**src/rtl/wb_interconnect.sv**
```systemverilog
// Single-master, N-slave pipelined Wishbone decoder and response router.
// The request address is decoded against a base/mask map. The request is
// forwarded to one slave, and that slave's ack/stall/data are routed back.
// Unmapped addresses and slaves that never ack cause a one-cycle bus error,
// and the faulting address is captured.
module wb_interconnect #(
  parameter int                    NSLAVES    = 3,
  parameter logic [NSLAVES*32-1:0] SLAVE_BASE = {32'hc0000000, 32'hb0008000, 32'hb0000000},
  parameter logic [NSLAVES*32-1:0] SLAVE_MASK = {32'hffff0000, 32'hffff8000, 32'hffff8000},
  parameter int                    TIMEOUT    = 255,
  parameter int                    TIMEOUT_W  = 8
) (
  input  logic                    clk,
  input  logic                    reset,
  input  logic                    i_wb_cyc,
  input  logic                    i_wb_stb,
  input  logic                    i_wb_we,
  input  logic [31:0]             i_wb_addr,
  input  logic [31:0]             i_wb_data,
  input  logic [1:0]              i_width,
  output logic                    o_wb_ack,
  output logic                    o_wb_stall,
  output logic                    o_wb_err,
  output logic [31:0]             o_wb_data,
  output logic [31:0]             o_fault_addr,
  output logic [NSLAVES-1:0]      o_s_cyc,
  output logic [NSLAVES-1:0]      o_s_stb,
  output logic                    o_s_we,
  output logic [31:0]             o_s_addr,
  output logic [31:0]             o_s_data,
  output logic [1:0]              o_s_width,
  input  logic [NSLAVES-1:0]      i_s_ack,
  input  logic [NSLAVES-1:0]      i_s_stall,
  input  logic [NSLAVES*32-1:0]   i_s_data
);

  localparam int SEL_W = (NSLAVES > 1) ? $clog2(NSLAVES) : 1;

  typedef enum logic [1:0] {IDLE, BUSY, ERR} state_t;

  state_t               state_q, state_d;
  logic [SEL_W-1:0]     sel_q, sel_d;
  logic [TIMEOUT_W-1:0] cnt_q, cnt_d;
  logic [31:0]          fault_q, fault_d;
  logic [31:0]          addr_q, addr_d;

  logic [NSLAVES-1:0]   match, winner;
  logic [SEL_W-1:0]     win_idx;
  logic                 found, mapped, req;

  logic [NSLAVES-1:0]   s_cyc, s_stb;
  logic                 ack, err, stall;
  logic [31:0]          rdata;

  // Per-slave address match.
  for (genvar k = 0; k < NSLAVES; k++) begin : g_match
    assign match[k] = ((i_wb_addr & SLAVE_MASK[32*k +: 32]) == SLAVE_BASE[32*k +: 32]);
  end

  // Priority pick: the lowest-index matching slave wins on overlapping maps.
  always_comb begin
    winner  = '0;
    win_idx = '0;
    found   = 1'b0;
    for (int k = 0; k < NSLAVES; k++) begin
      if (match[k] && !found) begin
        winner[k] = 1'b1;
        win_idx   = SEL_W'(k);
        found     = 1'b1;
      end
    end
  end

  assign mapped = |match;
  assign req    = i_wb_cyc & i_wb_stb;

  // Next-state logic and response routing for the IDLE/BUSY/ERR transaction FSM.
  always_comb begin
    state_d = state_q;
    sel_d   = sel_q;
    cnt_d   = cnt_q;
    fault_d = fault_q;
    addr_d  = addr_q;
    s_cyc   = '0;
    s_stb   = '0;
    ack     = 1'b0;
    err     = 1'b0;
    stall   = 1'b0;
    rdata   = '0;
    case (state_q)
      IDLE: begin
        s_cyc = req ? winner : '0;
        s_stb = req ? winner : '0;
        stall = mapped & i_s_stall[win_idx];
        if (req && !stall) begin
          addr_d = i_wb_addr;
          if (mapped) begin
            state_d = BUSY;
            sel_d   = win_idx;
            cnt_d   = '0;
          end else begin
            state_d = ERR;
            fault_d = i_wb_addr;
          end
        end
      end
      BUSY: begin
        stall = 1'b1;
        if (!i_wb_cyc) begin
          // The master aborted, so the transaction is discarded without a response.
          state_d = IDLE;
        end else begin
          s_cyc[sel_q] = 1'b1;
          if (i_s_ack[sel_q]) begin
            // An ack in the timeout cycle still takes priority over the error.
            ack     = 1'b1;
            rdata   = i_s_data[sel_q*32 +: 32];
            state_d = IDLE;
          end else if (cnt_q == TIMEOUT_W'(TIMEOUT)) begin
            state_d = ERR;
            fault_d = addr_q;
          end else begin
            cnt_d = cnt_q + TIMEOUT_W'(1);
          end
        end
      end
      ERR: begin
        stall   = 1'b1;
        err     = i_wb_cyc;
        state_d = IDLE;
      end
      default: state_d = IDLE;
    endcase
  end

  // State registers, with synchronous active-low reset.
  always_ff @(posedge clk) begin
    if (!reset) begin
      state_q <= IDLE;
      sel_q   <= '0;
      cnt_q   <= '0;
      fault_q <= '0;
      addr_q  <= '0;
    end else begin
      state_q <= state_d;
      sel_q   <= sel_d;
      cnt_q   <= cnt_d;
      fault_q <= fault_d;
      addr_q  <= addr_d;
    end
  end

  // Handshake outputs stay quiet for as long as reset is held low.
  assign o_s_cyc      = reset ? s_cyc : '0;
  assign o_s_stb      = reset ? s_stb : '0;
  assign o_wb_ack     = reset & ack;
  assign o_wb_err     = reset & err;
  assign o_wb_stall   = reset & stall;
  assign o_wb_data    = (reset & ack) ? rdata : 32'h0;
  assign o_fault_addr = fault_q;

  assign o_s_we    = i_wb_we;
  assign o_s_addr  = i_wb_addr;
  assign o_s_data  = i_wb_data;
  assign o_s_width = i_width;

endmodule

```
**config.mk**
```make
export PLATFORM = sky130hd
export DESIGN_NAME = wb_interconnect
export DESIGN_NICKNAME = d
export VERILOG_FILES = /design/src/rtl/wb_interconnect.sv
export SDC_FILE = /design/constraint.sdc
export NUM_CORES = 1
export LEC_CHECK = 0
export BUFFER_PORTS_ARGS = -buffer_cell sky130_fd_sc_hd__buf_2
export CAP_MARGIN = 20
export CORE_MARGIN = 10
export CORE_UTILIZATION = 44
export DETAILED_ROUTE_END_ITERATION = 7
export PLACE_DENSITY = 0.82
export SYNTH_ARGS = -nofsm -noshare
export SYNTH_HDL_FRONTEND = slang
export SYNTH_SLANG_ARGS = --single-unit
export TNS_END_PERCENT = 5
```
**constraint.sdc**
```tcl
create_clock -name clk -period 2.29 [get_ports clk]
set_input_delay 0.458 -clock clk [delete_from_list [all_inputs] [get_ports clk]]
set_output_delay 0.458 -clock clk [all_outputs]
set_load 0.005 [all_outputs]
```
==> results.sh <==
export IMPL_status="finished, final reports clean"
export IMPL_setup_viol=0
export IMPL_cp_data_required_time_ns=1.83
export IMPL_cp_max_fo=4
export IMPL_finalCoreUtilization_pct=59.2
export IMPL_fp_dieH_um=126
export IMPL_fmaxAchievable_mhz=440
export IMPL_tritoncts="built"
export IMPL_ios=313
export IMPL_grt_pass1_wl_um=26800
export IMPL_yosys_top_cells_count="nor2_1 (139), dfxtp_1 (76), a21oi_1 (68), buf_4 (68), nand2_1 (49)"
export IMPL_start_kind="input pin"
export IMPL_overflow=0
export IMPL_p_total_w=0.00349
export IMPL_worstPathArrival_ns=1.81
export IMPL_root_buffer="clkbuf_16"
export IMPL_hpwl_um=13300
export IMPL_grtUsageTotal_pct=20.3
export IMPL_gp_congestion=0.900
export IMPL_leakage_nw=3.05
export IMPL_crit_top_cell="buf_2"
export IMPL_crit_path_max_incr_delay_ns=0.30
export IMPL_hold_path_class="input pin to register"
export IMPL_antenna_found_initial=1
export IMPL_remaining_drc_errors=0
export IMPL_stdcell_area_um2=6470
export IMPL_path_delay_family="simple AND/OR/NAND/NOR gates"
export IMPL_first_pass_iters=5
export IMPL_placed_area_um2=6040
export IMPL_ys_top_cells_by_area="dfxtp_1 (31%), nor2_1 (11%), buf_4 (10%), o221a_1 (8.0%), a21oi_1 (6.9%)"
export IMPL_grt_pass1_vias=5022
export IMPL_end_kind="primary output"
export IMPL_grt_start_max_net_pins=107
export IMPL_ys_types=48
export IMPL_synth_seq_area_share_pct=30.8
export IMPL_start_util_pct=45.2
export IMPL_nets=1023
export IMPL_diodes=0
export IMPL_fin_crit_ns=2.27
export IMPL_cts_made_buffers=9
export IMPL_synthArstFlopShare_pct=0
export IMPL_ir_drop_uv=411
export IMPL_cts_sink_count=76
export IMPL_tightest_slew_ns=0.984
export IMPL_cp_cell_sequence="buf_2, nor4_4, and4_4, buf_4, nand3_1, nor3_2, or2_2, buf_2"
export IMPL_yosysTopAreaCellShare_pct=30.8
export IMPL_syn_nets=845
export IMPL_die_area_um2=15900
export IMPL_fin_skew_ns=0.00851
export IMPL_synth_main_ff_cell="dfxtp_1"
export IMPL_synth_warning_count=0
export IMPL_synth_avg_cell_area_um2=7.42
export IMPL_post_place_ws_ns=-0.179
export IMPL_synth_largest_area_cell="dfxtp_1"
export IMPL_synth_edf_count=0
export IMPL_final_setup_tns_ns=0
export IMPL_maxCapViolations=0
export IMPL_synth_most_common_cell="nor2_1"
export IMPL_powerDensity_nw_per_um2=539
export IMPL_wl_um=17500
export IMPL_slowest_stage="and4_4"
export IMPL_drv_slew=0
export IMPL_cp_num_buf_inv=3
export IMPL_vias=5245
export IMPL_die_w_um=126
export IMPL_finalCritPeriodShare_pct=99.2
export IMPL_worstSetupPathType="input pin to primary output"
export IMPL_maxSlewHeadroom_pct=34.4
export IMPL_drive_above_1_share_pct=39.8
export IMPL_ys_ff_latch=76
export IMPL_ant_nets=0
export IMPL_vias_per_cell=5.30
export IMPL_routedWlPerCell_um=17.7
export IMPL_nFillCells=1009
export IMPL_htreeDepth=3
export IMPL_core_area_um2=10900
export IMPL_r2r_setup_slack_ns=0.22
export IMPL_syn_cell_area_um2=4950
export IMPL_rsz0062_at_grt="yes"
export IMPL_setup_ws_ns=0.0188
export IMPL_clockBufferDepth=2
export IMPL_port_buffers=242
export IMPL_drt_iter0_markers=415
export IMPL_path_clk_slew_ns=0.06
export IMPL_syn_to_final_growth_pct=30.8
export IMPL_insertion_delay_ns=0.33
export IMPL_ctsHoldBuffers=0
export IMPL_synthCells=667
export IMPL_hold_viol=0
export IMPL_num_rows=38
[power breakdown]
| group | internal, W | switching, W |
|---|---|---|
| clock network | 0.000881 | 0.000577 |
| logic | 0.000295 | 0.000297 |
| registers | 0.00140 | 0.0000419 |
| total | 0.00257 | 0.000915 |
[state kept, by name (all words and copies together), names as in the netlist]
name	cells
sel_q	2
addr_q	32
state_q	2
cnt_q	8
o_fault_addr	32
[repair_timing]
item / CTS / global route
pin swaps: 2 / 1
gates resized for setup: 18 / 7
endpoints found under the setup margin: 68 / 55
buffers inserted: 0 / 0
cloned: 2 / 0
[worst reg2reg max path, cell delays in order (launching register included)]
cell	delay [ns]
dfxtp_1	0.31
inv_1	0.13
ha_4	0.19
buf_4	0.32
buf_6	0.35
nand2_1	0.14
or4b_4	0.50
o21ai_2	0.06
[cell families (layout without fill, tap and decap cells)]
logic type	after synthesis	count (layout)	share of synthesized area (%)
simple gates	259	259	22.8
flops	76	76	30.8
compound gates	163	164	22.6
mux	35	35	7.11
buf+inv	129	311	15.5
fa+ha+maj	5	5	1.26
[path summary, 6_finish.rpt]
check / start / endpoint / cells past startpoint
setup / recovery: i_wb_addr[16] / o_s_cyc[0] / 8
hold / removal: i_wb_addr[6] / addr_q[6]$_SDFFE_PN0P_ / 3
setup reg to reg: state_q[1]$_SDFFE_PN0P_ / cnt_q[0]$_SDFFE_PN0P_ / 7
hold reg to reg: addr_q[19]$_SDFFE_PN0P_ / addr_q[19]$_SDFFE_PN0P_ / 2
[cell type report]
| class | count | area, um^2 | share of cell area (%) |
|---|---|---|---|
| Tap cell | 140 | 175 | 2.71 |
| Timing Repair Buffer | 288 | 1630 | 25.3 |
| Inverter | 7 | 26.3 | 0.406 |
| Clock buffer | 10 | 239 | 3.69 |
| Clock inverter | 6 | 70.1 | 1.08 |
| Sequential cell | 76 | 1530 | 23.7 |
| Multi-Input combinational cell | 463 | 2790 | 43.2 |
[routing by layer]
layer / up-vias / routed length [um] / track usage [%]
li1: 2612 / - / -
met1: 2411 / 7110 / 24.5
met2: 204 / 8870 / 34.2
met3: 16 / 1410 / 6.92
met4: 2 / 124 / 4.15
met5: - / 13 / 0
[placed cells by master, fill, tap and decap left out, types with 3 or more instances in the layout]
cell,Yosys,final
o21ai_2,2,3
ha_1,5,3
a21oi_1,68,68
a21oi_4,1,4
buf_4,68,38
nor2_1,139,137
o21ai_1,35,34
inv_1,7,7
nand3_1,39,39
clkinvlp_4,0,3
dfxtp_4,0,3
o221a_1,35,35
nor3_1,7,6
and3_1,6,5
clkbuf_16,0,9
a31oi_1,7,7
nand2_1,49,49
mux2i_1,34,33
buf_2,15,242
dfxtp_1,76,73
buf_12,0,5
[per-stage QoR]
stage	instances	hold slack, ns
6_report	990	0.373
5_1_grt	990	0.391
4_1_cts	990	0.364
3_5_place_dp	972	0.440
3_3_place_gp	971	0.436
2_1_floorplan	667	0.429
Power figures use the tool's default switching activity.
